### config.mk
export PLATFORM = sky130hd
export DESIGN_NAME = lsu_sized_flat
export DESIGN_NICKNAME = d
export VERILOG_FILES = /design/src/rtl/lsu_sized_pkg.sv /design/src/rtl/lsu_sized_if.sv /design/src/rtl/lsu_sized_lane_align.sv /design/src/rtl/lsu_sized.sv /design/src/flat_wrapper.sv
export SDC_FILE = /design/constraint.sdc
export NUM_CORES = 1
export LEC_CHECK = 0
export ABC_AREA = 1
export BUFFER_PORTS_ARGS = -buffer_cell sky130_fd_sc_hd__buf_2
export CORE_MARGIN = 2
export CORE_UTILIZATION = 50
export CTS_CLUSTER_SIZE = 16
export DETAILED_ROUTE_END_ITERATION = 12
export PLACE_DENSITY_LB_ADDON = 0.12
export SETUP_SLACK_MARGIN = 0.2
export SYNTH_ARGS = -nofsm -noshare
export SYNTH_HDL_FRONTEND = slang
export SYNTH_SLANG_ARGS = --single-unit
export TNS_END_PERCENT = 10
### constraint.sdc
create_clock -name clk -period 2.8 [get_ports clk]
set_clock_uncertainty 0.15 [all_clocks]
set_input_delay 0.14 -clock clk [delete_from_list [all_inputs] [get_ports clk]]
set_output_delay 0.14 -clock clk [all_outputs]
set_load 0.01 [all_outputs]
### src/rtl/lsu_sized_pkg.sv
// Shared types and constants for the sized load-store unit: warp phases,
// access sizes, LSU state encodings and the base byte-strobe patterns.
package lsu_sized_pkg;

   typedef enum logic [2:0] {
      WARP_IDLE    = 3'd0,
      WARP_FETCH   = 3'd1,
      WARP_DECODE  = 3'd2,
      WARP_REQUEST = 3'd3,
      WARP_WAIT    = 3'd4,
      WARP_EXECUTE = 3'd5,
      WARP_UPDATE  = 3'd6,
      WARP_DONE    = 3'd7
   } warp_state_t;

   typedef enum logic [1:0] {
      MEM_BYTE = 2'd0,
      MEM_HALF = 2'd1,
      MEM_WORD = 2'd2
   } mem_size_t;

   // Plain vector with named constants so older code comparing raw values keeps working
   typedef logic [2:0] lsu_state_t;

   localparam lsu_state_t LSU_IDLE       = 3'd0;
   localparam lsu_state_t LSU_REQUESTING = 3'd1;
   localparam lsu_state_t LSU_WAITING    = 3'd2;
   localparam lsu_state_t LSU_DONE       = 3'd3;
   localparam lsu_state_t LSU_ERROR      = 3'd4;

   // Strobe patterns for lane 0; word strobes are all ones at any data width
   localparam logic [1:0] STRB_BYTE = 2'b01;
   localparam logic [1:0] STRB_HALF = 2'b11;

endpackage

### src/rtl/lsu_sized_if.sv
// Data-memory bus between one LSU lane and the memory arbiter.
// master = LSU side, slave = arbiter/memory side.
interface lsu_sized_if #(
   parameter int DATA_WIDTH = 32,
   parameter int ADDR_WIDTH = 8
);
   logic                      mem_read_valid;
   logic [ADDR_WIDTH-1:0]     mem_read_address;
   logic                      mem_read_ready;
   logic [DATA_WIDTH-1:0]     mem_read_data;
   logic                      mem_write_valid;
   logic [ADDR_WIDTH-1:0]     mem_write_address;
   logic [DATA_WIDTH-1:0]     mem_write_data;
   logic [DATA_WIDTH/8-1:0]   mem_write_strobe;
   logic                      mem_write_ready;

   modport master (
      output mem_read_valid, mem_read_address,
      input  mem_read_ready, mem_read_data,
      output mem_write_valid, mem_write_address, mem_write_data, mem_write_strobe,
      input  mem_write_ready
   );

   modport slave (
      input  mem_read_valid, mem_read_address,
      output mem_read_ready, mem_read_data,
      input  mem_write_valid, mem_write_address, mem_write_data, mem_write_strobe,
      output mem_write_ready
   );
endinterface

### src/rtl/lsu_sized_lane_align.sv
// Combinational byte-lane steering: places store data and strobes into the
// addressed lane, and pulls load data out of a lane with sign/zero extension.
module lsu_sized_lane_align
   import lsu_sized_pkg::*;
#(
   parameter int DATA_WIDTH = 32
) (
   input  mem_size_t                        i_size,
   input  logic [$clog2(DATA_WIDTH/8)-1:0]  i_lo,
   input  logic                             i_unsigned,
   input  logic [DATA_WIDTH-1:0]            i_store_src,
   input  logic [DATA_WIDTH-1:0]            i_read_word,
   output logic [DATA_WIDTH-1:0]            o_store_data,
   output logic [DATA_WIDTH/8-1:0]          o_strobe,
   output logic [DATA_WIDTH-1:0]            o_load_data
);
   localparam int NB = DATA_WIDTH / 8;

   logic        [7:0]  w_byte;
   logic        [15:0] w_half;
   logic signed [7:0]  w_byte_s;
   logic signed [15:0] w_half_s;

   assign w_byte   = i_read_word[{i_lo, 3'b000} +: 8];
   assign w_half   = i_read_word[{i_lo, 3'b000} +: 16];
   assign w_byte_s = $signed(w_byte);
   assign w_half_s = $signed(w_half);

   // Store side: shift the low bytes of the source and the base strobe into lane lo
   always_comb begin
      o_store_data = i_store_src;
      o_strobe     = '1;
      case (i_size)
         MEM_BYTE: begin
            o_store_data = DATA_WIDTH'(i_store_src[7:0]) << {i_lo, 3'b000};
            o_strobe     = NB'(STRB_BYTE) << i_lo;
         end
         MEM_HALF: begin
            o_store_data = DATA_WIDTH'(i_store_src[15:0]) << {i_lo, 3'b000};
            o_strobe     = NB'(STRB_HALF) << i_lo;
         end
         default: begin
            o_store_data = i_store_src;
            o_strobe     = '1;
         end
      endcase
   end

   // Load side: select the lane and extend; full-width loads pass straight through
   always_comb begin
      o_load_data = i_read_word;
      case (i_size)
         MEM_BYTE: o_load_data = i_unsigned ? DATA_WIDTH'(w_byte) : DATA_WIDTH'(w_byte_s);
         MEM_HALF: o_load_data = i_unsigned ? DATA_WIDTH'(w_half) : DATA_WIDTH'(w_half_s);
         default:  o_load_data = i_read_word;
      endcase
   end

endmodule

### src/rtl/lsu_sized.sv
// Per-lane load-store unit with byte/half/word accesses, misalignment
// detection and a response watchdog so a stuck access ends in ERROR.
module lsu_sized
   import lsu_sized_pkg::*;
#(
   parameter int DATA_WIDTH     = 32,
   parameter int ADDR_WIDTH     = 8,
   parameter int TIMEOUT_CYCLES = 64,
   parameter int TIMER_WIDTH    = $clog2(TIMEOUT_CYCLES + 1)
) (
   input  logic                   clk,
   input  logic                   reset,
   input  logic                   enable,
   input  warp_state_t            warp_state,
   input  logic                   decoded_mem_read_enable,
   input  logic                   decoded_mem_write_enable,
   input  mem_size_t              decoded_mem_size,
   input  logic                   decoded_mem_unsigned,
   input  logic [DATA_WIDTH-1:0]  rs1,
   input  logic [DATA_WIDTH-1:0]  rs2,
   input  logic [DATA_WIDTH-1:0]  imm,
   lsu_sized_if.master            mem,
   output lsu_state_t             lsu_state,
   output logic [DATA_WIDTH-1:0]  lsu_out,
   output logic                   lsu_error
);
   localparam int NB      = DATA_WIDTH / 8;
   localparam int LO_W    = $clog2(NB);
   localparam int TW      = (TIMER_WIDTH > 0) ? TIMER_WIDTH : 1;
   localparam bit WDOG_EN = (TIMEOUT_CYCLES != 0);

   lsu_state_t              r_state;
   logic                    r_is_store;
   mem_size_t               r_size;
   logic                    r_unsigned;
   logic [ADDR_WIDTH-1:0]   r_ea;
   logic [TW-1:0]           r_timer;
   logic                    r_rd_valid;
   logic [ADDR_WIDTH-1:0]   r_rd_addr;
   logic                    r_wr_valid;
   logic [ADDR_WIDTH-1:0]   r_wr_addr;
   logic [DATA_WIDTH-1:0]   r_wr_data;
   logic [NB-1:0]           r_wr_strobe;
   logic [DATA_WIDTH-1:0]   r_lsu_out;
   logic                    r_error;

   logic [ADDR_WIDTH-1:0]   w_ea;
   logic [ADDR_WIDTH-1:0]   w_bus_addr;
   logic                    w_misaligned;
   logic [TW-1:0]           w_timer_nxt;
   logic                    w_timeout;
   logic [DATA_WIDTH-1:0]   w_store_data;
   logic [NB-1:0]           w_strobe;
   logic [DATA_WIDTH-1:0]   w_load_data;

   // Effective address wraps at the register width, then keeps only the memory address bits
   assign w_ea        = ADDR_WIDTH'(rs1 + imm);
   assign w_bus_addr  = {r_ea[ADDR_WIDTH-1:LO_W], {LO_W{1'b0}}};
   assign w_timer_nxt = r_timer + TW'(1);
   assign w_timeout   = WDOG_EN && (w_timer_nxt == TW'(TIMEOUT_CYCLES));

   // Alignment of the incoming request; the unused size encoding is treated as illegal
   always_comb begin
      w_misaligned = 1'b0;
      case (decoded_mem_size)
         MEM_BYTE: w_misaligned = 1'b0;
         MEM_HALF: w_misaligned = w_ea[0];
         MEM_WORD: w_misaligned = (w_ea[LO_W-1:0] != '0);
         default:  w_misaligned = 1'b1;
      endcase
   end

   // Lane steering works from the size/offset captured when the request was accepted
   lsu_sized_lane_align #(
      .DATA_WIDTH (DATA_WIDTH)
   ) u_lane_align (
      .i_size       (r_size),
      .i_lo         (r_ea[LO_W-1:0]),
      .i_unsigned   (r_unsigned),
      .i_store_src  (rs2),
      .i_read_word  (mem.mem_read_data),
      .o_store_data (w_store_data),
      .o_strobe     (w_strobe),
      .o_load_data  (w_load_data)
   );

   // Access FSM with watchdog; everything freezes while the lane is disabled
   always_ff @(posedge clk or negedge reset) begin
      if (!reset) begin
         r_state     <= LSU_IDLE;
         r_is_store  <= 1'b0;
         r_size      <= MEM_BYTE;
         r_unsigned  <= 1'b0;
         r_ea        <= '0;
         r_timer     <= '0;
         r_rd_valid  <= 1'b0;
         r_rd_addr   <= '0;
         r_wr_valid  <= 1'b0;
         r_wr_addr   <= '0;
         r_wr_data   <= '0;
         r_wr_strobe <= '0;
         r_lsu_out   <= '0;
         r_error     <= 1'b0;
      end else if (enable) begin
         case (r_state)
            LSU_IDLE: begin
               if (warp_state == WARP_REQUEST) begin
                  if (decoded_mem_read_enable && decoded_mem_write_enable) begin
                     r_state <= LSU_ERROR;
                     r_error <= 1'b1;
                  end else if (decoded_mem_read_enable || decoded_mem_write_enable) begin
                     r_is_store <= decoded_mem_write_enable;
                     r_size     <= decoded_mem_size;
                     r_unsigned <= decoded_mem_unsigned;
                     r_ea       <= w_ea;
                     if (w_misaligned) begin
                        r_state <= LSU_ERROR;
                        r_error <= 1'b1;
                     end else begin
                        r_state <= LSU_REQUESTING;
                     end
                  end
               end
            end
            LSU_REQUESTING: begin
               r_timer <= '0;
               if (r_is_store) begin
                  r_wr_valid  <= 1'b1;
                  r_wr_addr   <= w_bus_addr;
                  r_wr_data   <= w_store_data;
                  r_wr_strobe <= w_strobe;
               end else begin
                  r_rd_valid  <= 1'b1;
                  r_rd_addr   <= w_bus_addr;
               end
               r_state <= LSU_WAITING;
            end
            LSU_WAITING: begin
               // A ready arriving on the limit cycle still completes the access
               if (!r_is_store && mem.mem_read_ready) begin
                  r_rd_valid <= 1'b0;
                  r_lsu_out  <= w_load_data;
                  r_state    <= LSU_DONE;
               end else if (r_is_store && mem.mem_write_ready) begin
                  r_wr_valid <= 1'b0;
                  r_state    <= LSU_DONE;
               end else begin
                  r_timer <= w_timer_nxt;
                  if (w_timeout) begin
                     r_rd_valid <= 1'b0;
                     r_wr_valid <= 1'b0;
                     r_error    <= 1'b1;
                     r_state    <= LSU_ERROR;
                  end
               end
            end
            LSU_DONE, LSU_ERROR: begin
               if (warp_state == WARP_UPDATE) begin
                  r_state <= LSU_IDLE;
                  r_error <= 1'b0;
               end
            end
            default: begin
               r_state <= LSU_IDLE;
            end
         endcase
      end
   end

   assign mem.mem_read_valid    = r_rd_valid;
   assign mem.mem_read_address  = r_rd_addr;
   assign mem.mem_write_valid   = r_wr_valid;
   assign mem.mem_write_address = r_wr_addr;
   assign mem.mem_write_data    = r_wr_data;
   assign mem.mem_write_strobe  = r_wr_strobe;
   assign lsu_state             = r_state;
   assign lsu_out               = r_lsu_out;
   assign lsu_error             = r_error;

endmodule

### src/flat_wrapper.sv
// flat-port wrapper written by rule: the top's interface ports become plain ports
module lsu_sized_flat import lsu_sized_pkg::*;
#(
   parameter int DATA_WIDTH     = 32,
   parameter int ADDR_WIDTH     = 8,
   parameter int TIMEOUT_CYCLES = 64,
   parameter int TIMER_WIDTH    = $clog2(TIMEOUT_CYCLES + 1)
)
  (clk, reset, enable, warp_state, decoded_mem_read_enable, decoded_mem_write_enable, decoded_mem_size, decoded_mem_unsigned, rs1, rs2, imm, lsu_state, lsu_out, lsu_error, mem_mem_read_valid, mem_mem_read_address, mem_mem_read_ready, mem_mem_read_data, mem_mem_write_valid, mem_mem_write_address, mem_mem_write_data, mem_mem_write_strobe, mem_mem_write_ready);
  lsu_sized_if #(.DATA_WIDTH(DATA_WIDTH), .ADDR_WIDTH(ADDR_WIDTH)) mem_i ();
  input  logic clk;
  input  logic reset;
  input  logic enable;
  input  warp_state_t warp_state;
  input  logic decoded_mem_read_enable;
  input  logic decoded_mem_write_enable;
  input  mem_size_t decoded_mem_size;
  input  logic decoded_mem_unsigned;
  input  logic [DATA_WIDTH-1:0] rs1;
  input  logic [DATA_WIDTH-1:0] rs2;
  input  logic [DATA_WIDTH-1:0] imm;
  output lsu_state_t lsu_state;
  output logic [DATA_WIDTH-1:0] lsu_out;
  output logic lsu_error;
  output wire logic [$bits(mem_i.mem_read_valid)-1:0] mem_mem_read_valid;
  output wire logic [$bits(mem_i.mem_read_address)-1:0] mem_mem_read_address;
  input wire logic [$bits(mem_i.mem_read_ready)-1:0] mem_mem_read_ready;
  input wire logic [$bits(mem_i.mem_read_data)-1:0] mem_mem_read_data;
  output wire logic [$bits(mem_i.mem_write_valid)-1:0] mem_mem_write_valid;
  output wire logic [$bits(mem_i.mem_write_address)-1:0] mem_mem_write_address;
  output wire logic [$bits(mem_i.mem_write_data)-1:0] mem_mem_write_data;
  output wire logic [$bits(mem_i.mem_write_strobe)-1:0] mem_mem_write_strobe;
  input wire logic [$bits(mem_i.mem_write_ready)-1:0] mem_mem_write_ready;
  assign mem_mem_read_valid = mem_i.mem_read_valid;
  assign mem_mem_read_address = mem_i.mem_read_address;
  assign mem_i.mem_read_ready = mem_mem_read_ready;
  assign mem_i.mem_read_data = mem_mem_read_data;
  assign mem_mem_write_valid = mem_i.mem_write_valid;
  assign mem_mem_write_address = mem_i.mem_write_address;
  assign mem_mem_write_data = mem_i.mem_write_data;
  assign mem_mem_write_strobe = mem_i.mem_write_strobe;
  assign mem_i.mem_write_ready = mem_mem_write_ready;
  lsu_sized #(.DATA_WIDTH(DATA_WIDTH), .ADDR_WIDTH(ADDR_WIDTH), .TIMEOUT_CYCLES(TIMEOUT_CYCLES), .TIMER_WIDTH(TIMER_WIDTH)) u_core (.clk(clk), .reset(reset), .enable(enable), .warp_state(warp_state), .decoded_mem_read_enable(decoded_mem_read_enable), .decoded_mem_write_enable(decoded_mem_write_enable), .decoded_mem_size(decoded_mem_size), .decoded_mem_unsigned(decoded_mem_unsigned), .rs1(rs1), .rs2(rs2), .imm(imm), .mem(mem_i), .lsu_state(lsu_state), .lsu_out(lsu_out), .lsu_error(lsu_error));
endmodule
==> impl_metrics.json <==
{
  "seqPwrFrac_pct": 35.4,
  "max_clock_freq_mhz": 423,
  "clkPwrFrac_pct": 18.1,
  "crit_fanout": 20,
  "swShare_pct": 42.5,
  "cts_setup_buffers": 0,
  "combPwrFrac_pct": 46.4,
  "leakage_uw": 0.00414,
  "row_count": 39,
  "synth_common_cells": "246 x nand2_1, 105 x dfrtp_1, 72 x inv_1, 46 x a21oi_1, 44 x nand3_1",
  "ys_types": 40,
  "synth_cells": 767,
  "diodes": 0,
  "core_um2": 11600,
  "h-tree-depth": 3,
  "finalSetupViolCount": 0,
  "synth-warning-count": 0,
  "die_y_um": 113,
  "fp.dieArea_um2": 12800,
  "synth_seq_cells": 105,
  "synthesis.area_um2": 5980,
  "rsz0062_at_grt": "false",
  "synth-edff-count": 0,
  "areaGrowthSynthToFinish_pct": 30.5,
  "routed_via_density": 5.30,
  "vias": 6016,
  "dp_hpwl_um": 11800,
  "grt_use_total_pct": 27.1,
  "io_pins": 231,
  "drc": 0,
  "p_int_uw": 4210,
  "hold_path_class": "in2reg",
  "wire_per_inst_um": 15.2,
  "status": "complete, no violations",
  "peakVddDrop_mv": 0.463,
  "hold_viol_final": 0,
  "first_pass_iters": 5,
  "gp_congestion": 0.868,
  "setup_tns_ns": 0,
  "period_needed_ns": 2.37,
  "yosysTopAreaCellShare_pct": 44.0,
  "start_kind": "flip-flop",
  "die_w_um": 113,
  "grt_first_pass_wirelength_um": 27900,
  "antenna_found_initial": 0,
  "drt_iter0_markers": 484,
  "cts_made_buffers": 9,
  "start_util_pct": 51.7,
  "pre_cts_ws_ns": 0.531,
  "cts_root_buf": "clkbuf_16",
  "grt_max_degree": 62,
  "layout-drive-gt1-share_pct": 26.6,
  "p_per_area_nw_per_um2": 939,
  "gr-total-overflow": 0,
  "slew_viol_final": 0,
  "grt_pass1_vias": 5706,
  "power.switching_uw": 3110,
  "ant_nets": 0,
  "cp.arrival_ns": 2.45,
  "clock_sinks": 105,
  "crit_type": "reg2reg",
  "cts_tree": "built",
  "crit_path_end_kind": "flip-flop",
  "drv_cap": 0,
  "clk_latency_ns": 0.35,
  "portBuffers": 178,
  "synth_most_common_cell": "nand2_1",
  "synth.avg_cell_area_um2": 7.79,
  "final_nets": 1137,
  "fin_crit_sh_pct": 84.5,
  "synth_area_leaders": "dfrtp_1 44%, nand2_1 15%, inv_1 4.5%",
  "synth-main-ff-cell": "dfrtp_1",
  "path_clk_slew_ns": 0.07,
  "required_ns": 2.89,
  "drt_wl_total_um": 17300,
  "yosysTopAreaCell": "dfrtp_1",
  "tightest_slew_ns": 0.739,
  "yosysSeqAreaShare_pct": 44.0,
  "cts_buffer_depth": 2,
  "setup_ws_ns": 0.434,
  "async_reset_ff_share_pct": 100,
  "slew_headroom_pct": 50.7
}
[worst max-delay path: stages, from the launching register on]
cell and delay [ns]:
dfrtp_1 0.75, inv_1 0.19, nand2_1 0.14, inv_1 0.07, nand2_1 0.06, nand3_1 0.08, nand3b_1 0.47, nand3_1 0.16
o21ai_1 0.12, inv_1 0.06
[cells by family (layout without fill, tap and decap cells)]
kind of cell / after synthesis / after routing / share of synthesized area, %
fa+ha+maj: 9 / 9 / 2.01
other cells: 1 / 4 / 0.0628
xor+xnor: 4 / 4 / 0.586
compound gates: 180 / 180 / 19.9
simple gates: 346 / 346 / 24.1
buf+inv: 122 / 344 / 9.34
flops: 105 / 105 / 44.0
[flip-flops by register name, indices dropped and copies added, names as in the netlist]
register	cells
u_core.r_unsigned	1
u_core.mem.mem_write_data	32
u_core.r_ea	8
u_core.mem.mem_write_strobe	4
u_core.r_timer	7
u_core.mem.mem_write_valid	1
u_core.r_size	2
u_core.mem.mem_write_address	6
u_core.mem.mem_read_valid	1
u_core.lsu_error	1
u_core.r_is_store	1
u_core.mem.mem_read_address	6
u_core.lsu_out	32
u_core.lsu_state	3
[cell usage in the layout (no fill, tap or decap), types with 6 or more instances in the layout]
cell           synthesis  final
a2bb2oi_2             12     12
inv_1                 72     72
a21oi_1               46     46
clkbuf_16              0      9
o21ai_0               34     34
dfrtp_1              105    104
a21oi_2               17     17
o22ai_1                9      9
o21ai_2                6      6
nand2_1              246    246
dlygate4sd3_1          0     57
o211ai_1               9      9
o21ai_1               31     31
inv_2                  8      8
o221ai_1               7      7
ha_1                   8      8
buf_4                  6     12
buf_2                 15    177
nand3_1               44     44
nor2_1                30     30
[per-layer routing]
| layer | global-route usage, % | vias up | wire [µm] |
|---|---|---|---|
| met5 | 0 | - | 0 |
| met4 | 10.0 | 0 | 412 |
| met3 | 3.54 | 32 | 959 |
| met2 | 44.2 | 255 | 8110 |
| met1 | 37.3 | 2775 | 7810 |
| li1 | - | 2954 | - |
[power groups by stage]
stage	logic [µW]	clock network (µW)	registers, µW
finish	3400	1330	2590
global route	3780	1420	2680
CTS	3370	1350	2580
detailed placement	3290	0	2600
global placement	3230	0	2570
floorplan	1980	0	2770
[path summary, 6_finish.rpt]
kind | startpoint | end | slack, ns | cells after the start
hold reg to reg | u_core.lsu_error$_DFFE_PN0P_ | u_core.lsu_error$_DFFE_PN0P_ | 0.32 | 2
min in group asynchronous | reset | u_core.lsu_out[12]$_DFFE_PN0P_ | 0.20 | 2
hold / removal | mem_mem_read_data[19] | u_core.lsu_out[19]$_DFFE_PN0P_ | 0.01 | 5
max in group asynchronous | reset | u_core.mem.mem_write_data[21]$_DFFE_PN0P_ | 1.56 | 3
setup reg to reg | u_core.r_ea[0]$_DFFE_PN0P_ | u_core.lsu_out[18]$_DFFE_PN0P_ | 0.43 | 9
setup / recovery | u_core.r_ea[0]$_DFFE_PN0P_ | u_core.lsu_out[18]$_DFFE_PN0P_ | 0.43 | 9
[layout make-up]
class	instances	area [µm²]
clock buffers	12	267
clock inverters	4	50.0
fillers	965	3770
inverters	81	307
multi-input cells	543	2800
flip-flops and latches	105	2630
well taps	143	179
repair buffers	247	1570
[per-stage QoR]
stage | power [µW] | instances | utilization, % | area (µm²) | hold WS [ns]
3_5_place_dp | 5900 | 1062 | 59.8 | 6910 | 0.0497
5_1_grt | 7880 | 1135 | 67.4 | 7800 | 0.0329
2_1_floorplan | 4750 | 770 | - | 5990 | -0.306
6_report | 7320 | 1135 | 67.4 | 7800 | 0.0113
4_1_cts | 7310 | 1135 | 67.4 | 7800 | 0.00170
3_3_place_gp | 5800 | 1062 | 59.8 | 6910 | 0.0412
[timing repair]
action                                 4_1_cts  5_1_grt
hold buffers                                57        0
endpoints found under the hold margin      100        0
gates resized for setup                      0        0
setup endpoints to repair                    0        2
Power figures use the tool's default switching activity.
